## config.mk

```make
export PLATFORM = sky130hd
export DESIGN_NAME = sprite_plot_scheduler
export DESIGN_NICKNAME = d
export VERILOG_FILES = /design/src/rtl/sprite_plot_scheduler_pkg.sv /design/src/rtl/sprite_plot_scheduler_next_active_idx.sv /design/src/rtl/sprite_plot_scheduler.sv
export SDC_FILE = /design/constraint.sdc
export NUM_CORES = 1
export LEC_CHECK = 0
export CORE_UTILIZATION = 40
export CTS_CLUSTER_DIAMETER = 100
export DETAILED_ROUTE_END_ITERATION = 12
export PLACE_DENSITY = 0.75
export RECOVER_POWER = 50
export SYNTH_ARGS = -nofsm -noshare
export SYNTH_HDL_FRONTEND = slang
export SYNTH_HIERARCHICAL = 1
export SYNTH_SLANG_ARGS = --single-unit
```

## constraint.sdc

```tcl
create_clock -name CLOCK_50 -period 3.8 [get_ports CLOCK_50]
set_clock_uncertainty 0.2 [all_clocks]
set_input_delay 0.76 -clock CLOCK_50 [delete_from_list [all_inputs] [get_ports CLOCK_50]]
set_output_delay 0.76 -clock CLOCK_50 [all_outputs]
set_load 0.005 [all_outputs]
```

## src/rtl/sprite_plot_scheduler_pkg.sv

```systemverilog
// rtl/sprite_plot_scheduler_pkg.sv - shared constants, state encoding and screen helper
// Screen geometry, phase encodings and FSM state type for the sprite plot scheduler.
package sprite_plot_scheduler_pkg;

   localparam logic [7:0] SCREEN_W    = 8'd160;
   localparam logic [6:0] SCREEN_H    = 7'd120;
   localparam logic       PHASE_ERASE = 1'b0;
   localparam logic       PHASE_DRAW  = 1'b1;

   // Wide enough for up to 8 requesters.
   localparam int IDX_W = 3;

   typedef enum logic [2:0] {
      S_IDLE     = 3'd0,
      S_E_START  = 3'd1,
      S_E_STREAM = 3'd2,
      S_D_START  = 3'd3,
      S_D_STREAM = 3'd4,
      S_COMMIT   = 3'd5
   } state_t;

   function automatic logic on_screen(input logic [7:0] x, input logic [6:0] y);
      return (x < SCREEN_W) && (y < SCREEN_H);
   endfunction

endpackage

```

## src/rtl/sprite_plot_scheduler_next_active_idx.sv

```systemverilog
// rtl/sprite_plot_scheduler_next_active_idx.sv - combinational priority finder over a sprite mask
// Ports:
//   mask     in  N_REQ  candidate sprites
//   idx      in  IDX_W  current sprite index
//   wrap     in  1      1: lowest set bit of mask; 0: lowest set bit strictly above idx
//   next_idx out IDX_W  selected index (0 when nothing found)
//   found    out 1      a candidate exists
module next_active_idx
   import sprite_plot_scheduler_pkg::*;
#(
   parameter int N_REQ = 4
) (
   input  logic [N_REQ-1:0] mask,
   input  logic [IDX_W-1:0] idx,
   input  logic             wrap,
   output logic [IDX_W-1:0] next_idx,
   output logic             found
);

   // Scan from the top down so the lowest qualifying bit is the last writer.
   always_comb begin
      next_idx = '0;
      found    = 1'b0;
      for (int i = N_REQ - 1; i >= 0; i--) begin
         if (mask[i] && (wrap || (IDX_W'(i) > idx))) begin
            next_idx = IDX_W'(i);
            found    = 1'b1;
         end
      end
   end

endmodule

```

## src/rtl/sprite_plot_scheduler.sv

```systemverilog
// rtl/sprite_plot_scheduler.sv - per-frame erase/draw sequencer and arbiter for the VGA plot port
// Ports:
//   CLOCK_50, resetn (async, active-low)
//   frame_tick, active[N_REQ]            pass request and sprite enable mask
//   start[N_REQ], phase, commit[N_REQ]   per-sprite turn control
//   pix_valid/pix_last[N_REQ], pix_x/pix_y/pix_colour (flattened per sprite)
//   vga_x, vga_y, vga_colour, vga_plot   registered plot port
//   busy, overrun, timeout_err           status
module sprite_plot_scheduler
   import sprite_plot_scheduler_pkg::*;
#(
   parameter int         N_REQ     = 4,
   parameter logic [2:0] BG_COLOUR = 3'b000,
   parameter int         TIMEOUT   = 64
) (
   input  logic               CLOCK_50,
   input  logic               resetn,
   input  logic               frame_tick,
   input  logic [N_REQ-1:0]   active,
   output logic [N_REQ-1:0]   start,
   output logic               phase,
   output logic [N_REQ-1:0]   commit,
   input  logic [N_REQ-1:0]   pix_valid,
   input  logic [N_REQ-1:0]   pix_last,
   input  logic [8*N_REQ-1:0] pix_x,
   input  logic [7*N_REQ-1:0] pix_y,
   input  logic [3*N_REQ-1:0] pix_colour,
   output logic [7:0]         vga_x,
   output logic [6:0]         vga_y,
   output logic [2:0]         vga_colour,
   output logic               vga_plot,
   output logic               busy,
   output logic               overrun,
   output logic               timeout_err
);

   localparam int WD_W = $clog2(TIMEOUT + 1);

   state_t             state_q, state_d;
   logic [IDX_W-1:0]   idx_q, idx_d;
   logic [N_REQ-1:0]   mask_q, mask_d;
   logic [WD_W-1:0]    wd_q, wd_d;
   logic [N_REQ-1:0]   start_q, start_d, commit_q, commit_d;
   logic               phase_q, phase_d, busy_q, busy_d, overrun_q, overrun_d;
   logic               timeout_err_q, timeout_err_d, vga_plot_q, vga_plot_d;
   logic [7:0]         vga_x_q, vga_x_d;
   logic [6:0]         vga_y_q, vga_y_d;
   logic [2:0]         vga_colour_q, vga_colour_d;

   logic               sel_valid, sel_last, turn_end, first_found, nxt_found;
   logic [7:0]         sel_x;
   logic [6:0]         sel_y;
   logic [2:0]         sel_colour;
   logic [IDX_W-1:0]   first_idx, nxt_idx;
   logic [N_REQ-1:0]   first_mask;

   // In IDLE the first index comes from the live mask, later from the snapshot.
   assign first_mask = (state_q == S_IDLE) ? active : mask_q;

   next_active_idx #(.N_REQ(N_REQ)) u_first (
      .mask(first_mask), .idx(idx_q), .wrap(1'b1), .next_idx(first_idx), .found(first_found)
   );

   next_active_idx #(.N_REQ(N_REQ)) u_next (
      .mask(mask_q), .idx(idx_q), .wrap(1'b0), .next_idx(nxt_idx), .found(nxt_found)
   );

   // Only the granted sprite's slice of the pixel buses is visible.
   always_comb begin
      sel_valid  = 1'b0;
      sel_last   = 1'b0;
      sel_x      = '0;
      sel_y      = '0;
      sel_colour = '0;
      for (int i = 0; i < N_REQ; i++) begin
         if (idx_q == IDX_W'(i)) begin
            sel_valid  = pix_valid[i];
            sel_last   = pix_last[i];
            sel_x      = pix_x[8*i +: 8];
            sel_y      = pix_y[7*i +: 7];
            sel_colour = pix_colour[3*i +: 3];
         end
      end
   end

   always_comb begin
      state_d       = state_q;
      idx_d         = idx_q;
      mask_d        = mask_q;
      wd_d          = wd_q;
      vga_x_d       = vga_x_q;
      vga_y_d       = vga_y_q;
      vga_colour_d  = vga_colour_q;
      vga_plot_d    = 1'b0;
      timeout_err_d = timeout_err_q;
      turn_end      = 1'b0;

      case (state_q)
         S_IDLE: begin
            if (frame_tick && first_found) begin
               mask_d  = active;
               idx_d   = first_idx;
               state_d = S_E_START;
            end
         end
         S_E_START: begin
            wd_d    = '0;
            state_d = S_E_STREAM;
         end
         S_D_START: begin
            wd_d    = '0;
            state_d = S_D_STREAM;
         end
         S_E_STREAM, S_D_STREAM: begin
            if (sel_valid) begin
               wd_d     = '0;
               turn_end = sel_last;
               // Off-screen pixels are swallowed but still end the turn on last.
               if (on_screen(sel_x, sel_y)) begin
                  vga_plot_d   = 1'b1;
                  vga_x_d      = sel_x;
                  vga_y_d      = sel_y;
                  vga_colour_d = (state_q == S_E_STREAM) ? BG_COLOUR : sel_colour;
               end
            end else if (wd_q == WD_W'(TIMEOUT - 1)) begin
               turn_end      = 1'b1;
               timeout_err_d = 1'b1;
            end else begin
               wd_d = wd_q + WD_W'(1);
            end

            if (turn_end) begin
               if (nxt_found) begin
                  idx_d   = nxt_idx;
                  state_d = (state_q == S_E_STREAM) ? S_E_START : S_D_START;
               end else if (state_q == S_E_STREAM) begin
                  idx_d   = first_idx;
                  state_d = S_D_START;
               end else begin
                  state_d = S_COMMIT;
               end
            end
         end
         S_COMMIT: state_d = S_IDLE;
         default:  state_d = S_IDLE;
      endcase

      // Status outputs are registered from the next state so they line up with it.
      overrun_d = frame_tick && (state_q != S_IDLE);
      busy_d    = (state_d != S_IDLE);
      phase_d   = (state_d inside {S_D_START, S_D_STREAM, S_COMMIT}) ? PHASE_DRAW : PHASE_ERASE;
      commit_d  = (state_d == S_COMMIT) ? mask_d : '0;
      start_d   = '0;
      for (int i = 0; i < N_REQ; i++) begin
         start_d[i] = (state_d inside {S_E_START, S_D_START}) && (idx_d == IDX_W'(i));
      end
   end

   always_ff @(posedge CLOCK_50 or negedge resetn) begin
      if (!resetn) begin
         state_q       <= S_IDLE;
         idx_q         <= '0;
         mask_q        <= '0;
         wd_q          <= '0;
         start_q       <= '0;
         commit_q      <= '0;
         phase_q       <= 1'b0;
         busy_q        <= 1'b0;
         overrun_q     <= 1'b0;
         timeout_err_q <= 1'b0;
         vga_plot_q    <= 1'b0;
         vga_x_q       <= '0;
         vga_y_q       <= '0;
         vga_colour_q  <= '0;
      end else begin
         state_q       <= state_d;
         idx_q         <= idx_d;
         mask_q        <= mask_d;
         wd_q          <= wd_d;
         start_q       <= start_d;
         commit_q      <= commit_d;
         phase_q       <= phase_d;
         busy_q        <= busy_d;
         overrun_q     <= overrun_d;
         timeout_err_q <= timeout_err_d;
         vga_plot_q    <= vga_plot_d;
         vga_x_q       <= vga_x_d;
         vga_y_q       <= vga_y_d;
         vga_colour_q  <= vga_colour_d;
      end
   end

   assign start       = start_q;
   assign commit      = commit_q;
   assign phase       = phase_q;
   assign busy        = busy_q;
   assign overrun     = overrun_q;
   assign timeout_err = timeout_err_q;
   assign vga_plot    = vga_plot_q;
   assign vga_x       = vga_x_q;
   assign vga_y       = vga_y_q;
   assign vga_colour  = vga_colour_q;

endmodule

```

**Yosys cells after proc, flatten, opt, wreduce, memory -nomap -nowiden**

Cells that the tools add are included.

- Input bits: 87
- Register bits: 48
- Output and inout bits: 31

- Add/subtract/negate cells: 1
- Multiplexer cells: 62
- Bitwise logic cells: 1
- Equal/unequal tests: 16
- Reductions and logical operators: 24
- Magnitude comparators: 6

Operators with widths:

| operator | count |
|---|---|
| 7-bit 2-to-1 mux | 6 |
| 3-bit 2-to-1 mux | 13 |
| 8-bit 2-to-1 mux | 4 |
| 1-bit 2-to-1 mux | 23 |
| 3-bit by 2-bit equality test with 1-bit output, second input constant | 7 |
| 2-bit 2-to-1 mux | 9 |
| 4-bit 2-to-1 mux | 4 |
| 7-bit case mux with 2 select lines | 1 |
| 3-bit by 1-bit equality test with 1-bit output, second input constant | 4 |
| 3-bit case mux with 4 select lines | 1 |
| 1-bit logical AND | 11 |
| 3-bit equality test, second input constant | 3 |
| 3-bit logical NOT | 3 |
| 3-bit nonzero test | 3 |
| 8-bit < comparator, second input constant | 1 |
| 7-bit by 1-bit adder with 7-bit output, second input constant | 1 |
| 7-bit by 6-bit equality test with 1-bit output, second input constant | 1 |
| 7-bit < comparator, second input constant | 1 |
| 1-bit by 3-bit > comparator with 1-bit output, first input constant | 2 |
| 2-bit by 3-bit > comparator with 1-bit output, first input constant | 2 |
| 3-bit case mux with 2 select lines | 1 |
| 3-bit AND reduction | 2 |
| 2-bit nonzero test | 2 |
| 2-bit OR reduction | 2 |
| other kinds (3) | 3 |

**Depth between registers and ports, before layout**

Gate-level depths: netlist (run 1).

- Depth in word-level cells: 12
- Depth in mapped cells: 14
- Mapped depth without buffers: 13

**Hierarchy**

The synthesis (run 1) kept the hierarchy.

Modules (own cells, without submodules):

| module | cells each | area each (µm²) | times used | seq. area each (µm²) |
|---|---|---|---|---|
| sprite_plot_scheduler | 269 | 2796.4 | 1 | 1201.2 |
| next_active_idx | 16 | 96.3 | 2 | 0.0 |

**Least setup slack after synthesis (run 1)**

Ideal clock, no wire load.

- Path type: register -> register
- From: register state_q[1]
- To: register start_q[2] (netlist: start[2])
- Path buffers: 1
- Arrival: 2.858 ns
- Stages on the path, launching flop included: 12
- Library setup time: 0.073 ns
- Setup slack: 0.669 ns
- Data required time: 3.527 ns
- Period minus slack after synthesis: 3.131 ns
- Cells stage by stage: dfrtp_1 clkbuf_1 nor3_1 mux2_2 o22ai_1 nand3_1 and2_1 nand2_1 o31ai_1 a32o_1 or3_1 nor2b_1

- Cells in the longest elaborated chain, start to end: 12
- Elaborated cells between the ends (all ways): 32

RTL lines:

| element | line | text |
|---|---|---|
| start, declared | sprite_plot_scheduler.sv:39 | `state_t state_q, state_d;` |
| start signal, assigned | sprite_plot_scheduler.sv:176 | `state_q <= state_d;` |
| 3-bit logical NOT * | sprite_plot_scheduler.sv:58 | `assign first_mask = (state_q == S_IDLE) ? active : mask_q;` |
| 4-bit 2-to-1 mux * | sprite_plot_scheduler.sv:58 |  |
| named net first_mask[3] | sprite_plot_scheduler.sv:55 | `logic [N_REQ-1:0] first_mask;` |
| 1-bit 2-to-1 mux * (4 in series) | sprite_plot_scheduler_next_active_idx.sv:25 | `if (mask[i] && (wrap \|\| (IDX_W'(i) > idx))) begin` |
| named net first_found | sprite_plot_scheduler.sv:50 | `logic sel_valid, sel_last, turn_end, first_found, nxt_found;` |
| 1-bit logical AND * | sprite_plot_scheduler.sv:100 | `if (frame_tick && first_found) begin` |
| 3-bit 2-to-1 mux | sprite_plot_scheduler.sv:100 |  |
| 3-bit case mux with 4 select lines | sprite_plot_scheduler.sv:98 | `case (state_q)` |
| 3-bit by 1-bit equality test with 1-bit output or 3-bit by 2-bit equality test with 1-bit output (tied branches) | sprite_plot_scheduler.sv:155 | `start_d[i] = (state_d inside {S_E_START, S_D_START}) && (idx_d == IDX_W'(i));` |
| 2-bit nonzero test | sprite_plot_scheduler.sv:155 |  |
| 1-bit logical AND * | sprite_plot_scheduler.sv:155 |  |
| named net start_d[2] | sprite_plot_scheduler.sv:43 | `logic [N_REQ-1:0] start_q, start_d, commit_q, commit_d;` |
| end signal, assigned | sprite_plot_scheduler.sv:180 | `start_q <= start_d;` |
| end, declared | sprite_plot_scheduler.sv:43 |  |

The timed path passes the listed nets; every way through them passes the cells marked *.
A chain may end at the register's enable or synchronous reset.

**Worst setup path in the final report (run 1)**

- From: input port pix_valid[3]
- To: register start_q[3] (netlist: start[3])

- Elaborated cells between the ends (all ways): 12

RTL lines:

| element | line | text |
|---|---|---|
| start, declared | sprite_plot_scheduler.sv:23 | `input logic [N_REQ-1:0] pix_valid,` |
| 1-bit 2-to-1 mux | sprite_plot_scheduler.sv:76 | `if (idx_q == IDX_W'(i)) begin` |
| 1-bit 2-to-1 mux | sprite_plot_scheduler.sv:115 | `if (sel_valid) begin` |
| 1-bit 2-to-1 mux | sprite_plot_scheduler.sv:98 |  |
| 3-bit 2-to-1 mux | sprite_plot_scheduler.sv:132 | `if (turn_end) begin` |
| 3-bit case mux with 2 select lines | sprite_plot_scheduler.sv:98 |  |
| named net idx_d[1] | sprite_plot_scheduler.sv:40 | `logic [IDX_W-1:0] idx_q, idx_d;` |
| 3-bit by 2-bit equality test with 1-bit output | sprite_plot_scheduler.sv:155 |  |
| 1-bit logical AND | sprite_plot_scheduler.sv:155 |  |
| named net start_d[3] | sprite_plot_scheduler.sv:43 |  |

The timed path passes the listed nets, and every way through them passes these cells. The select of a mux whose other input is x is not followed.

==> metrics.txt, run 1 <==
Post-CTS Setup Repair Bufs 0; number of rows in the core area 31; type of destination of the critical path flop; DRC errors left 0; CP Max Fanout 10; Period minus WS final 3420 ps; path type of the worst min-delay path flop to flop; Synth top area share 40.2%; synthesized instance count ~300; pin count of the biggest net entering global routing 30; Detail Placement HPWL about 6600 um; count of antenna diodes in the layout 0; critical path start-end classification input port to flop; number of different library cells in the post-synthesis netlist 50; final hold slack around 290 ps; Clock H-tree levels 2; area enclosed by the die boundary 7820 um^2; wire length of the first global-routing pass 12900 um; unrepaired setup endpoints after global routing false; Cell Pwr Density 232 nW/um^2; post-route standard cell area excluding fillers about 4500 um^2; remaining global-route overflow 0; headroom to the max-slew limit -3.26%; net count reported at finish 521; Worst Path Arrival roughly 3400 ps; placer's final routability congestion estimate 0.889; Leakage Power 1.95 nW; actual slew at the worst max-slew pin approximately 1500 ps; number of port buffers 117; number of clock sinks between 40 and 50; part of the Yosys area used for sequential elements ~40%; most used flip-flop cell after synthesis dfrtp_1; upper clock frequency limit 292 MHz; top cell types by occurrence after synthesis dfrtp_1, nand2_1, nor2_1; clock tree root driver cell clkbuf_8; count of pins on the block boundary approximately 120; overall die height ~88 um; via density per instance 5.29; Slew Viols, Final 30; count of TritonRoute iterations in the first routing pass 6; failing checks max-capacitance violations, max-slew violations; number of DRC violations after detailed-routing iteration 0 139; number of antenna violations at the first check in global routing 0; required time at the endpoint of the critical path 3780 ps; routed len/inst 15.8 um; number of global-route vias before repair 2694; Max Cap Viol 1; run status finished, violations left; CTS tree done; DRT antenna net count 0; Core Box Area slightly above 7000 um^2; Yosys warnings 6; number of inserted filler cells in the final layout 617; area of placed instances 4340 um^2; FF+latch count, synth 48; DR vias 2815; share of post-route cells with drive strength above 1 13.9%; maximum vdd ir drop 0.151 mV; final hold violations 0; startpoint type of the worst setup path input port; Initial Utilization between 40% and 50%; clock buffer count from CTS 5; clk buf depth 2; post-synthesis area per instance just under 10 um^2; area of the mapped netlist ~3000 um^2; EDFF count, synth 0; number of buffers inserted by hold repair at cts 0; top cell type by total area after synthesis dfrtp_1; total global routing track utilization 21.5%; latest clock arrival within the worst-skew pair 300 ps; count of final setup violators 0; horizontal extent of the die 88.4 um; number of resized instances in the post-cts repair step 0; synthesis-to-layout area growth 49.4%; async set or reset register ratio after synthesis between 90% and 100%; leading cell type by number of instances after synthesis dfrtp_1; clock slew at the register clock pins of the worst setup and hold paths 80 ps; total negative setup slack 0 ps; post-route clock period utilization 90.0%; final routed wirelength across all metal layers 8410 um; cell types occupying the most area after synthesis dfrtp_1, mux4_2, mux2_2
[placed cells by master, fill, tap and decap left out, drive strengths merged, types with 3 or more instances in the layout]
| master | synthesis | final |
|---|---|---|
| a211o | 3 | 3 |
| a21boi | 3 | 3 |
| a21oi | 10 | 10 |
| a31o | 9 | 9 |
| a31oi | 3 | 3 |
| and2 | 5 | 5 |
| buf | 8 | 13 |
| clkbuf | 7 | 9 |
| clkdlybuf4s50 | 0 | 101 |
| conb | 4 | 12 |
| dfrtp | 48 | 48 |
| dlygate4sd3 | 0 | 15 |
| inv | 6 | 6 |
| mux2 | 15 | 15 |
| mux4 | 14 | 14 |
| nand2 | 26 | 26 |
| nand2b | 8 | 8 |
| nand3 | 8 | 8 |
| nor2 | 24 | 24 |
| nor2b | 19 | 19 |
| nor3 | 8 | 8 |
| nor4b | 4 | 4 |
| o21a | 3 | 3 |
| o21ai | 22 | 22 |
| o22ai | 7 | 7 |
| o31ai | 6 | 6 |
[critical path, stage by stage]
cell	delay, ps
clkdlybuf4s50_1	420
mux4_2	510
a211o_1	320
a21boi_1	140
buf_4	180
nor4b_1	410
nor3_1	140
a211o_1	360
nor2b_1	150
[final timing paths]
path / startpoint / end / slack (ps) / cells past startpoint
max: pix_valid[3] / start[3] / 380 / 9
max reg2reg: idx_q[1] / start[3] / 580 / 8
min reg2reg: vga_colour[2] / vga_colour[2] / 290 / 1
min in group asynchronous: resetn / mask_q[3] / 630 / 1
max in group asynchronous: resetn / wd_q[4] / 1160 / 2
min: vga_colour[2] / vga_colour[2] / 290 / 1
[sequential cells by signal (all words and copies together) (netlist names)]
name / count
timeout_err: 1
vga_y: 7
mask_q: 4
phase: 1
state_q: 3
busy: 1
overrun: 1
start: 4
vga_x: 8
wd_q: 7
commit: 4
vga_plot: 1
vga_colour: 3
idx_q: 3
[cells by family (layout without fill, tap and decap cells)]
family | Yosys count | after routing | synth area share [%]
other | 4 | 12 | 0.502
multiplexers | 30 | 30 | 16.5
AO/OA/AOI/OAI | 81 | 81 | 18.3
AND/OR/NAND/NOR | 114 | 114 | 20.0
adder cells (fa/ha/maj) | 2 | 2 | 0.837
flip-flops | 48 | 48 | 40.2
XOR/XNOR | 1 | 1 | 0.293
buffers and inverters | 21 | 145 | 3.31
[stage by stage]
stage	power [mW]	utilization [%]	instances	worst slack [ps]
after floorplan	0.544	-	309	669
after global placement	0.645	59.9	524	207
after detailed placement	0.647	59.9	524	136
after CTS	1.05	61.6	532	452
after global routing	1.08	61.6	532	313
final	1.04	61.6	532	380
[layer usage]
metal / vias up / share of wire [%] / track usage (%)
li1: 1364 / - / -
met1: 1336 / 42 / 26.2
met2: 103 / 49 / 38.3
met3: 12 / 7.2 / 4.01
met4: 0 / 2.2 / 6.89
met5: - / 0 / 0
[power by group]
part | switching, mW | internal, mW | leakage, nW
Clock | 0.170 | 0.232 | 0.0645
Combinational | 0.0322 | 0.0920 | 1.25
Sequential | 0.0000761 | 0.511 | 0.633
[layout make-up]
| cell class | count | area [um^2] | area share [%] |
|---|---|---|---|
| clock buffers | 7 | 96.3 | 2.16 |
| clock inverters | 1 | 30.0 | 0.672 |
| inverters | 6 | 22.5 | 0.504 |
| multi-input cells | 240 | 1730 | 38.6 |
| flip-flops and latches | 48 | 1200 | 26.9 |
| well taps | 99 | 124 | 2.77 |
| repair buffers | 131 | 1270 | 28.4 |
Note: power is estimated with default switching activity, not from simulation.
==> inputs of run 2 (changes only) <==
--- a/config.mk
+++ b/config.mk
@@ -8,6 +8,7 @@
 export CORE_UTILIZATION = 40
 export CTS_CLUSTER_DIAMETER = 100
 export DETAILED_ROUTE_END_ITERATION = 12
+export GPL_TIMING_DRIVEN = 0
 export PLACE_DENSITY = 0.75
 export RECOVER_POWER = 50
 export SYNTH_ARGS = -nofsm -noshare
==> run 2 against run 1 <==
- the flow now finishes without violations
- sequential cell count unchanged
- global-route usage up 0.73 points
- critical path depth unchanged
- setup slack worse by 130 ps
- sequential share of layout area up 0.091 points
- cell count up 0.38%
- design area down 0.34%
- die area unchanged
- largest cell class unchanged
==> metrics.txt, run 2 (synthesized netlist as in run 1, its figures left out) <==
final routed wirelength across all metal layers roughly 9000 um; Clock H-tree levels 2; number of flip-flops in the largest register 8; number of buffers inserted by hold repair at cts 0; endpoint of the lowest-slack register-to-register path vga_x[7]; placer's final routability congestion estimate 0.839; upper clock frequency limit 282 MHz; total global routing track utilization 22.2%; type of destination of the critical path flop; reg2reg start idx_q[1]; Register-to-Register Setup Slack 260 ps; number of resized instances in the post-cts repair step 1; count of final setup violators 0; largest incremental delay on the critical path 500 ps; Slowest cell on crit path mux4_2; Cell Pwr Density between 200 and 250 nW/um^2; required time at the endpoint of the critical path roughly 3800 ps; Core Box Area 7250 um^2; Worst Path Arrival about 3500 ps; Initial Utilization between 40% and 50%; clock tree root driver cell clkbuf_8; Leakage Power 1.93 nW; wire length of the first global-routing pass between 10000 and 15000 um; run status complete, no violations; DR vias about 2900; number of DRC violations after detailed-routing iteration 0 between 150 and 200; number of clock sinks 48; number of port buffers 117; total negative setup slack 0 ps; path type of the worst min-delay path flop to flop; most common cell after layout, fill and taps aside clkdlybuf4s50_1; overall die height approximately 88 um; clk buf depth 2; CP Max Fanout 10; number of global-route vias before repair 2783; library cell appearing most often on the critical path a211o_1; unrepaired setup endpoints after global routing false; remaining global-route overflow 0; number of rows in the core area 31; actual slew at the worst max-slew pin 1450 ps; clock buffer count from CTS 5; count of pins on the block boundary 118; Detail Placement HPWL 6810 um; routed len/inst 16.5 um; critical path start-end classification input port to flop; Slew Viols, Final 0; DRT antenna net count 0; Post-CTS Setup Repair Bufs 0; Period minus WS final about 3600 ps; via density per instance about 5.5; Max Cap Viol 0; CP endpoint start[3]; share of post-route cells with drive strength above 1 12.9%; clock slew at the register clock pins of the worst setup and hold paths 90 ps; startpoint type of the worst setup path input port; maximum vdd ir drop 0.169 mV; DRC errors left 0; post-route clock period utilization 93.5%; synthesis-to-layout area growth 48.9%; net count reported at finish roughly 520; CTS tree done; final hold violations 0; final hold slack 282 ps; count of antenna diodes in the layout 0; commonest cells after routing, fill and taps aside clkdlybuf4s50_1, dfrtp_1, nand2_1, nor2_1, o21ai_0; headroom to the max-slew limit 3.56%; area enclosed by the die boundary 7820 um^2; latest clock arrival within the worst-skew pair 300 ps; count of TritonRoute iterations in the first routing pass 4; Worst setup startpoint pix_valid[3]; horizontal extent of the die 88.4 um; R2R cell count 9; ordered cell list for the critical path clkdlybuf4s50_1, mux4_2, a211o_1, a21boi_1, buf_2, nor4b_1, nor3_1, a211o_1, nor2b_1; number of antenna violations at the first check in global routing 0; pin count of the biggest net entering global routing 28
[run 2: changes by cell type in the layout (fill, tap and decap cells not counted), sizes merged]
cell / change
clkbuf: +7
buf: -5
clkdlybuf4s50: +1
dlygate4sd3: -1
[run 2: power breakdown]
group | internal (mW) | switching, mW
clock network | 0.232 | 0.171
registers | 0.511 | 0.0000941
logic | 0.0936 | 0.0337
[run 2: routing by layer]
metal | share of wire, % | GRT usage (%) | vias to the layer above | wire [um]
met4 | 1.6 | 6.01 | 0 | 142
met3 | 7.5 | 4.57 | 9 | 655
li1 | - | - | 1370 | -
met2 | 49 | 39.2 | 119 | 4330
met1 | 42 | 27.6 | 1420 | 3660
met5 | 0 | 0 | - | 0
[run 2: worst max-delay path: cells and delay by family]
kind,cells,cell delay (ps)
AO/OA/AOI/OAI,3,960
buffers and inverters,2,620
multiplexers,1,500
AND/OR/NAND/NOR,3,690
[run 2: worst min-delay path by stage]
stage | start | to | slack [ps] | cells after the start
4_1_cts | resetn | vga_colour[1] | 240 | 1
5_1_grt | timeout_err | timeout_err | 310 | 1
2_1_floorplan | wd_q[6] | wd_q[6] | 250 | 1
3_5_place_dp | wd_q[6] | wd_q[6] | 270 | 1
6_report | wd_q[6] | wd_q[6] | 280 | 1
3_3_place_gp | wd_q[6] | wd_q[6] | 260 | 1
[run 2: cell type report]
class | count | area (um^2)
inverter | 6 | 22.5
clock inverter | 1 | 30.0
clock buffer | 7 | 96.3
multi-input combinational | 240 | 1730
sequential | 48 | 1200
timing repair buffer | 118 | 1170
fill | 629 | 2800
buffer | 15 | 77.6
tap | 99 | 124
[run 2: metrics by stage]
stage | utilization (%) | total power [mW] | cells | worst slack, ps | instance area (um^2)
after floorplan | - | 0.544 | 309 | 669 | 3020
after global placement | 59.5 | 0.646 | 525 | -118 | 4310
after detailed placement | 59.7 | 0.650 | 526 | -188 | 4330
after CTS | 61.5 | 1.05 | 534 | 134 | 4460
after global routing | 61.4 | 1.08 | 534 | 54.6 | 4450
final | 61.4 | 1.04 | 534 | 248 | 4450
==> inputs of run 3 (changes only) <==
--- a/config.mk
+++ b/config.mk
@@ -5,6 +5,7 @@
 export SDC_FILE = /design/constraint.sdc
 export NUM_CORES = 1
 export LEC_CHECK = 0
+export CAP_MARGIN = 5
 export CORE_UTILIZATION = 40
 export CTS_CLUSTER_DIAMETER = 100
 export DETAILED_ROUTE_END_ITERATION = 12
@@ -15,3 +16,4 @@
 export SYNTH_HDL_FRONTEND = slang
 export SYNTH_HIERARCHICAL = 1
 export SYNTH_SLANG_ARGS = --single-unit
+export TNS_END_PERCENT = 20
==> results of run 3 <==
The final DEF is identical to that of run 2; final timing and power are the same.
